`src/rtl/pipe_pkg.sv`:
```
// Shared types and per-stage widths for the RV32IM inter-stage skid registers.
package pipe_pkg;

  typedef enum logic [1:0] {
    EMPTY = 2'd0,
    ONE   = 2'd1,
    TWO   = 2'd2
  } pipe_state_e;

  localparam int PERF_CNT_W = 32;

  localparam int IF_ID_DATA_W  = 96;
  localparam int IF_ID_CTRL_W  = 1;
  localparam int ID_EX_DATA_W  = 160;
  localparam int ID_EX_CTRL_W  = 19;
  localparam int EX_MEM_DATA_W = 96;
  localparam int EX_MEM_CTRL_W = 12;
  localparam int MEM_WB_DATA_W = 64;
  localparam int MEM_WB_CTRL_W = 7;

endpackage

```
`src/rtl/pipe_entry_reg.sv`:
```
// One buffer entry (valid, data, ctrl) with load and clear; clear wins and zeroes ctrl only.
module pipe_entry_reg #(
  parameter int DATA_W = 160,
  parameter int CTRL_W = 19
) (
  input  logic              CLK,
  input  logic              reset,
  input  logic              i_load,
  input  logic              i_clear,
  input  logic [DATA_W-1:0] i_data,
  input  logic [CTRL_W-1:0] i_ctrl,
  output logic              o_valid,
  output logic [DATA_W-1:0] o_data,
  output logic [CTRL_W-1:0] o_ctrl
);

  logic              r_valid;
  logic [DATA_W-1:0] r_data;
  logic [CTRL_W-1:0] r_ctrl;

  // NOTE: state uses non-blocking assignments so every flop samples pre-edge values.
  // NOTE: the data field is reset too because out_data is visible and must read 0 after reset.
  always_ff @(posedge CLK) begin
    if (reset) begin
      r_valid <= 1'b0;
      r_data  <= '0;
      r_ctrl  <= '0;
    end else if (i_clear) begin
      r_valid <= 1'b0;
      r_ctrl  <= '0;
    end else if (i_load) begin
      r_valid <= 1'b1;
      r_data  <= i_data;
      r_ctrl  <= i_ctrl;
    end
  end

  assign o_valid = r_valid;
  assign o_data  = r_data;
  assign o_ctrl  = r_ctrl;

endmodule

```
`src/rtl/pipe_stage_skid.sv`:
```
// Valid/ready pipeline stage with a 2-entry skid buffer and flush.
// Optional PIPE_STAGE_SKID_PERF_EN adds saturating stall/flush counters.
module pipe_stage_skid
  import pipe_pkg::*;
#(
  parameter int DATA_W = ID_EX_DATA_W,
  parameter int CTRL_W = ID_EX_CTRL_W
) (
  input  logic              CLK,
  input  logic              reset,
  input  logic              in_valid,
  output logic              in_ready,
  input  logic [DATA_W-1:0] in_data,
  input  logic [CTRL_W-1:0] in_ctrl,
  output logic              out_valid,
  input  logic              out_ready,
  output logic [DATA_W-1:0] out_data,
  output logic [CTRL_W-1:0] out_ctrl,
  input  logic              flush
`ifdef PIPE_STAGE_SKID_PERF_EN
  ,
  output logic [PERF_CNT_W-1:0] stall_cnt,
  output logic [PERF_CNT_W-1:0] flush_cnt
`endif
);

  pipe_state_e r_state, w_next_state;

  logic              w_accept, w_drain;
  logic              w_main_load, w_main_clear, w_main_from_skid;
  logic              w_skid_load, w_skid_clear;
  logic              w_main_valid, w_skid_valid;
  logic [DATA_W-1:0] w_main_data, w_skid_data, w_main_d_data;
  logic [CTRL_W-1:0] w_main_ctrl, w_skid_ctrl, w_main_d_ctrl;

  assign w_accept = in_valid & in_ready;
  assign w_drain  = w_main_valid & out_ready;

  always_ff @(posedge CLK) begin
    if (reset) r_state <= EMPTY;
    else       r_state <= w_next_state;
  end

  // NOTE: every comb output gets a default first so no path infers a latch.
  always_comb begin
    w_next_state     = r_state;
    w_main_load      = 1'b0;
    w_main_clear     = 1'b0;
    w_main_from_skid = 1'b0;
    w_skid_load      = 1'b0;
    w_skid_clear     = 1'b0;
    if (flush) begin
      w_next_state = EMPTY;
      w_main_clear = 1'b1;
      w_skid_clear = 1'b1;
    end else begin
      unique case (r_state)
        EMPTY: if (w_accept) begin
          w_main_load  = 1'b1;
          w_next_state = ONE;
        end
        ONE: begin
          if (w_accept && w_drain) begin
            w_main_load = 1'b1;
          end else if (w_accept) begin
            w_skid_load  = 1'b1;
            w_next_state = TWO;
          end else if (w_drain) begin
            w_main_clear = 1'b1;
            w_next_state = EMPTY;
          end
        end
        TWO: if (w_drain) begin
          w_main_load      = 1'b1;
          w_main_from_skid = 1'b1;
          w_skid_clear     = 1'b1;
          w_next_state     = ONE;
        end
        default: w_next_state = EMPTY;
      endcase
    end
  end

  assign w_main_d_data = w_main_from_skid ? w_skid_data : in_data;
  assign w_main_d_ctrl = w_main_from_skid ? w_skid_ctrl : in_ctrl;

  pipe_entry_reg #(.DATA_W(DATA_W), .CTRL_W(CTRL_W)) u_main (
    .CLK     (CLK),
    .reset   (reset),
    .i_load  (w_main_load),
    .i_clear (w_main_clear),
    .i_data  (w_main_d_data),
    .i_ctrl  (w_main_d_ctrl),
    .o_valid (w_main_valid),
    .o_data  (w_main_data),
    .o_ctrl  (w_main_ctrl)
  );

  pipe_entry_reg #(.DATA_W(DATA_W), .CTRL_W(CTRL_W)) u_skid (
    .CLK     (CLK),
    .reset   (reset),
    .i_load  (w_skid_load),
    .i_clear (w_skid_clear),
    .i_data  (in_data),
    .i_ctrl  (in_ctrl),
    .o_valid (w_skid_valid),
    .o_data  (w_skid_data),
    .o_ctrl  (w_skid_ctrl)
  );

  // in_ready comes straight from the skid flop, so out_ready/flush never reach it combinationally.
  assign in_ready  = ~w_skid_valid;
  assign out_valid = w_main_valid;
  assign out_data  = w_main_data;
  assign out_ctrl  = w_main_valid ? w_main_ctrl : '0;

`ifdef PIPE_STAGE_SKID_PERF_EN
  localparam logic [PERF_CNT_W-1:0] CNT_ONE = 1;

  logic [PERF_CNT_W-1:0] r_stall_cnt, r_flush_cnt;

  always_ff @(posedge CLK) begin
    if (reset) begin
      r_stall_cnt <= '0;
      r_flush_cnt <= '0;
    end else begin
      if (w_main_valid && !out_ready && r_stall_cnt != '1)
        r_stall_cnt <= r_stall_cnt + CNT_ONE;
      if (flush && (w_main_valid || r_state == TWO) && r_flush_cnt != '1)
        r_flush_cnt <= r_flush_cnt + CNT_ONE;
    end
  end

  assign stall_cnt = r_stall_cnt;
  assign flush_cnt = r_flush_cnt;
`endif

endmodule

```
`config.mk`:
```
export PLATFORM = sky130hd
export DESIGN_NAME = pipe_stage_skid
export DESIGN_NICKNAME = d
export VERILOG_FILES = /design/src/rtl/pipe_pkg.sv /design/src/rtl/pipe_entry_reg.sv /design/src/rtl/pipe_stage_skid.sv
export SDC_FILE = /design/constraint.sdc
export NUM_CORES = 1
export LEC_CHECK = 0
export BUFFER_PORTS_ARGS = -buffer_cell sky130_fd_sc_hd__buf_2
export CAP_MARGIN = 25
export CELL_PAD_IN_SITES_DETAIL_PLACEMENT = 1
export CELL_PAD_IN_SITES_GLOBAL_PLACEMENT = 1
export CORE_UTILIZATION = 40
export CTS_CLUSTER_DIAMETER = 150
export DETAILED_ROUTE_END_ITERATION = 7
export PLACE_DENSITY_LB_ADDON = 0.1
export SLEW_MARGIN = 0
export SYNTH_ARGS = -nofsm -noshare
export SYNTH_HDL_FRONTEND = slang
export SYNTH_SLANG_ARGS = --single-unit
```
`constraint.sdc`:
```
create_clock -name CLK -period 2.3 [get_ports CLK]
set_input_delay 0.23 -clock CLK [delete_from_list [all_inputs] [get_ports CLK]]
set_output_delay 0.23 -clock CLK [all_outputs]
set_load 0.03 [all_outputs]
```
==> impl_metrics.prom <==
# TYPE chip_impl_metric gauge
chip_impl_metric{name="p_leak",unit="nW"} 7.83
chip_impl_info{name="outcome",value="completed"} 1
chip_impl_metric{name="finalWeightedCongestion",unit=""} 0.740
chip_impl_metric{name="grt_first_pass_wirelength",unit="mm"} 81.1
chip_impl_metric{name="finalMaxSlewViolations",unit=""} 0
chip_impl_metric{name="layout_stage_area_growth_over_the_synthesis_result",unit="%"} 35.9
chip_impl_metric{name="cp.arrival",unit="ps"} 2600
chip_impl_metric{name="portBuffers",unit=""} 364
chip_impl_info{name="r2r-end",value="u_skid.o_data[15]"} 1
chip_impl_metric{name="finalCoreUtilization",unit=""} 0.553
chip_impl_metric{name="timing.clock.skew",unit="ps"} 12.0
chip_impl_metric{name="worst_ir_drop_vdd",unit="uV"} 442
chip_impl_metric{name="area_of_the_die",unit="sq um"} 39200
chip_impl_metric{name="max_slew_margin",unit=""} 0.459
chip_impl_metric{name="timing.final.crit_period",unit="ps"} 2140
chip_impl_metric{name="ant_nets",unit=""} 0
chip_impl_metric{name="power_per_cell_area",unit="nW/um^2"} 752
chip_impl_metric{name="fin_hold_ws",unit="ps"} 66.2
chip_impl_info{name="worst_setup_path_start_kind",value="flop"} 1
chip_impl_metric{name="via_count",unit=""} 14100
chip_impl_info{name="setup.worst_path.class",value="reg2reg"} 1
chip_impl_metric{name="number_of_warnings_reported_in_the_yosys_synthesis_log",unit=""} 0
chip_impl_metric{name="gr-usage-all-layers",unit=""} 0.258
chip_impl_metric{name="power.total",unit="mW"} 15.7
chip_impl_metric{name="detailed_route_wire_length_per_cell",unit="microns"} 19.6
chip_impl_metric{name="maxCapViolations",unit=""} 0
chip_impl_metric{name="ys_seq_elements",unit=""} 362
chip_impl_metric{name="via_count_of_the_first_global_routing_pass",unit=""} 14900
chip_impl_metric{name="synth_sequential_area_ratio",unit=""} 0.471
chip_impl_info{name="layout_common_cells",value="363 x sky130_fd_sc_hd__buf_2, 362 x sky130_fd_sc_hd__dfxtp_1, 360 x sky130_fd_sc_hd__nand2_1, 200 x sky130_fd_sc_hd__a21oi_1, 180 x sky130_fd_sc_hd__mux2i_1"} 1
chip_impl_metric{name="dieWidth",unit="microns"} 198
chip_impl_metric{name="number_of_violations_reported_at_the_end_of_detailed_routing_iteration_0",unit=""} 507
chip_impl_metric{name="cts_made_buffers",unit=""} 42
chip_impl_info{name="unrepaired_setup_endpoints_after_global_routing",value="false"} 1
chip_impl_metric{name="post_synthesis_cell_area",unit="sq um"} 15400
chip_impl_metric{name="clock_tree.buffer_depth",unit=""} 3
chip_impl_metric{name="ff2ff_setup_slack",unit="ps"} 160
chip_impl_metric{name="latest_clock_arrival_within_the_worst_skew_pair",unit="ps"} 550
chip_impl_metric{name="postRouteWirelength",unit="mm"} 52.0
chip_impl_info{name="worstSetupEndpoint",value="u_skid.o_data[15]"} 1
chip_impl_metric{name="post_syn_instances",unit=""} 1645
chip_impl_info{name="worst_setup_path_startpoint",value="r_state[0]"} 1
chip_impl_metric{name="critical_path.max_fanout",unit=""} 33
chip_impl_metric{name="timing.critical_path.required",unit="ps"} 2760
chip_impl_metric{name="worstRegToRegCells",unit=""} 5
chip_impl_metric{name="drive_gt1_frac",unit=""} 0.273
chip_impl_metric{name="floorplan.rows",unit=""} 71
chip_impl_metric{name="die_h",unit="microns"} 198
chip_impl_metric{name="drtPass1Iterations",unit=""} 4
chip_impl_metric{name="num-nets-final",unit=""} 2297
chip_impl_metric{name="overflow",unit=""} 0
chip_impl_metric{name="dpl.hpwl",unit="mm"} 31.3
chip_impl_info{name="crit-reg2reg-launch",value="r_state[0]"} 1
chip_impl_info{name="cts_tree",value="done"} 1
chip_impl_metric{name="tns",unit="ps"} 0
chip_impl_info{name="mostFrequentLayoutCell",value="sky130_fd_sc_hd__buf_2"} 1
chip_impl_info{name="worst_hold_path_type",value="in2reg"} 1
chip_impl_metric{name="detail_route.vias_per_cell",unit=""} 5.31
chip_impl_metric{name="htree_levels",unit=""} 2
chip_impl_metric{name="core-area",unit="sq um"} 37800
chip_impl_metric{name="route.detailed.drc",unit=""} 0
chip_impl_metric{name="setup_viol_count_final",unit=""} 0
chip_impl_metric{name="top_achievable_clock_speed",unit="GHz"} 0.467
chip_impl_metric{name="syn-mean-instance-area",unit="sq um"} 9.35
chip_impl_metric{name="synth.lib_cells_used.distinct",unit=""} 31
chip_impl_metric{name="clk_pin_slew",unit="ps"} 60
chip_impl_metric{name="synth.net_count",unit=""} 1829
chip_impl_info{name="clock_tree.root_cell",value="sky130_fd_sc_hd__clkbuf_16"} 1
chip_impl_metric{name="initial_utilization",unit=""} 0.407
chip_impl_metric{name="initial_antenna_violation_count",unit=""} 6
chip_impl_metric{name="grt_start_max_net_pins",unit=""} 141
chip_impl_metric{name="cts_num_sinks",unit=""} 362
chip_impl_metric{name="post_cts_buffers",unit=""} 0
chip_impl_metric{name="min_period_over_period",unit=""} 0.932
chip_impl_metric{name="final-hold-violation-count",unit=""} 0
chip_impl_metric{name="floorplan.io_pins",unit=""} 365
chip_impl_info{name="timing.critical_path.to_type",value="flop"} 1
chip_impl_metric{name="timing_worst_slew_pin_value",unit="ps"} 811
state kept, by name, summed over array words and instances (netlist names):
name,cells
u_skid.o_ctrl,19
u_skid.o_valid,1
u_main.o_ctrl,19
r_state,2
u_main.o_data,160
u_main.o_valid,1
u_skid.o_data,160
metal layers:
layer  track usage  vias to the layer above  part of all wire
li1              -                     6732                 -
met1         0.312                     6990              0.43
met2         0.445                      323              0.49
met3        0.0622                       92             0.056
met4        0.0913                        6             0.030
met5             0                        -           0.00079
area by class of cell:
class | count | area, sq um
fillers | 4325 | 16900
flip-flops and latches | 362 | 7250
diodes | 4 | 10.0
well taps | 511 | 639
clock inverters | 12 | 113
repair buffers | 585 | 4260
clock buffers | 65 | 1320
inverters | 1 | 3.75
multi-input cells | 1121 | 7290
metrics by stage:
step	instance area (sq um)	worst slack, ps	std cells
after floorplan	15400	450	1645
after CTS	20900	178	2657
after global routing	20900	3.91	2659
after global placement	17700	272	2401
final	20900	157	2661
after detailed placement	17700	234	2401
power breakdown:
| group | total (mW) | leakage (nW) | switching (mW) | internal, mW |
|---|---|---|---|---|
| clock | 6.86 | 0.714 | 2.69 | 4.17 |
| sequential | 6.68 | 2.95 | 0.139 | 6.54 |
| combinational | 2.16 | 4.16 | 1.33 | 0.827 |
logic make-up (layout without fill, tap and decap cells):
family          count (synthesis)  after routing  synth area share
compound gates                384            384             0.209
other cells                     0              4                 0
buf+inv                       162            663            0.0562
mux                           180            180             0.117
flops                         362            362             0.471
simple gates                  557            557             0.146
worst min path at each step:
| stage | startpoint | endpoint | slack, ps | cells after the start |
|---|---|---|---|---|
| detailed placement | u_skid.o_ctrl[10] | u_skid.o_ctrl[10] | 450 | 2 |
| finish | reset | u_skid.o_data[13] | 70 | 2 |
| global route | reset | u_skid.o_data[13] | 90 | 2 |
| CTS | reset | u_skid.o_data[29] | 70 | 2 |
| floorplan | in_ctrl[0] | u_skid.o_ctrl[0] | 370 | 2 |
| global placement | u_skid.o_data[147] | u_skid.o_data[147] | 440 | 2 |
synth_stat cells:
master	n	area, sq um
sky130_fd_sc_hd__dfxtp_1	362	7250
sky130_fd_sc_hd__nand2_1	360	1350
sky130_fd_sc_hd__a21oi_1	200	1000
sky130_fd_sc_hd__mux2i_1	180	1800
sky130_fd_sc_hd__nor2_1	161	604
sky130_fd_sc_hd__a221oi_2	100	1500
sky130_fd_sc_hd__buf_2	70	350
sky130_fd_sc_hd__clkbuf_1	65	244
sky130_fd_sc_hd__a221oi_1	60	526
sky130_fd_sc_hd__and2_1	20	125
sky130_fd_sc_hd__buf_6	19	214
sky130_fd_sc_hd__o31ai_1	19	143
sky130_fd_sc_hd__buf_4	7	52.6
sky130_fd_sc_hd__nand2b_1	2	12.5
sky130_fd_sc_hd__nand4b_1	2	17.5
sky130_fd_sc_hd__nor2_4	2	22.5
sky130_fd_sc_hd__o21a_1	2	15.0
sky130_fd_sc_hd__a211oi_2	1	12.5
sky130_fd_sc_hd__a311oi_1	1	8.76
sky130_fd_sc_hd__and4b_1	1	10.0
sky130_fd_sc_hd__inv_1	1	3.75
sky130_fd_sc_hd__nand3_1	1	5.00
sky130_fd_sc_hd__nand4b_4	1	23.8
sky130_fd_sc_hd__nor2b_1	1	6.26
sky130_fd_sc_hd__nor3_2	1	10.0
sky130_fd_sc_hd__nor3b_2	1	12.5
sky130_fd_sc_hd__nor4_1	1	6.26
sky130_fd_sc_hd__nor4b_1	1	8.76
sky130_fd_sc_hd__nor4b_4	1	23.8
sky130_fd_sc_hd__o21ba_2	1	10.0
sky130_fd_sc_hd__or2_1	1	6.26
repair_timing:
item	CTS	global route
hold buffers	179	0
resized for setup	0	0
hold endpoints to repair	190	0
critical path: stages (launching register included):
cell	delay, ps
sky130_fd_sc_hd__dfxtp_1	490
sky130_fd_sc_hd__nor2b_1	270
sky130_fd_sc_hd__nor4b_2	520
sky130_fd_sc_hd__buf_4	470
sky130_fd_sc_hd__nand2_1	140
sky130_fd_sc_hd__a21oi_1	160
No activity file was read; power rests on OpenSTA's default activity.
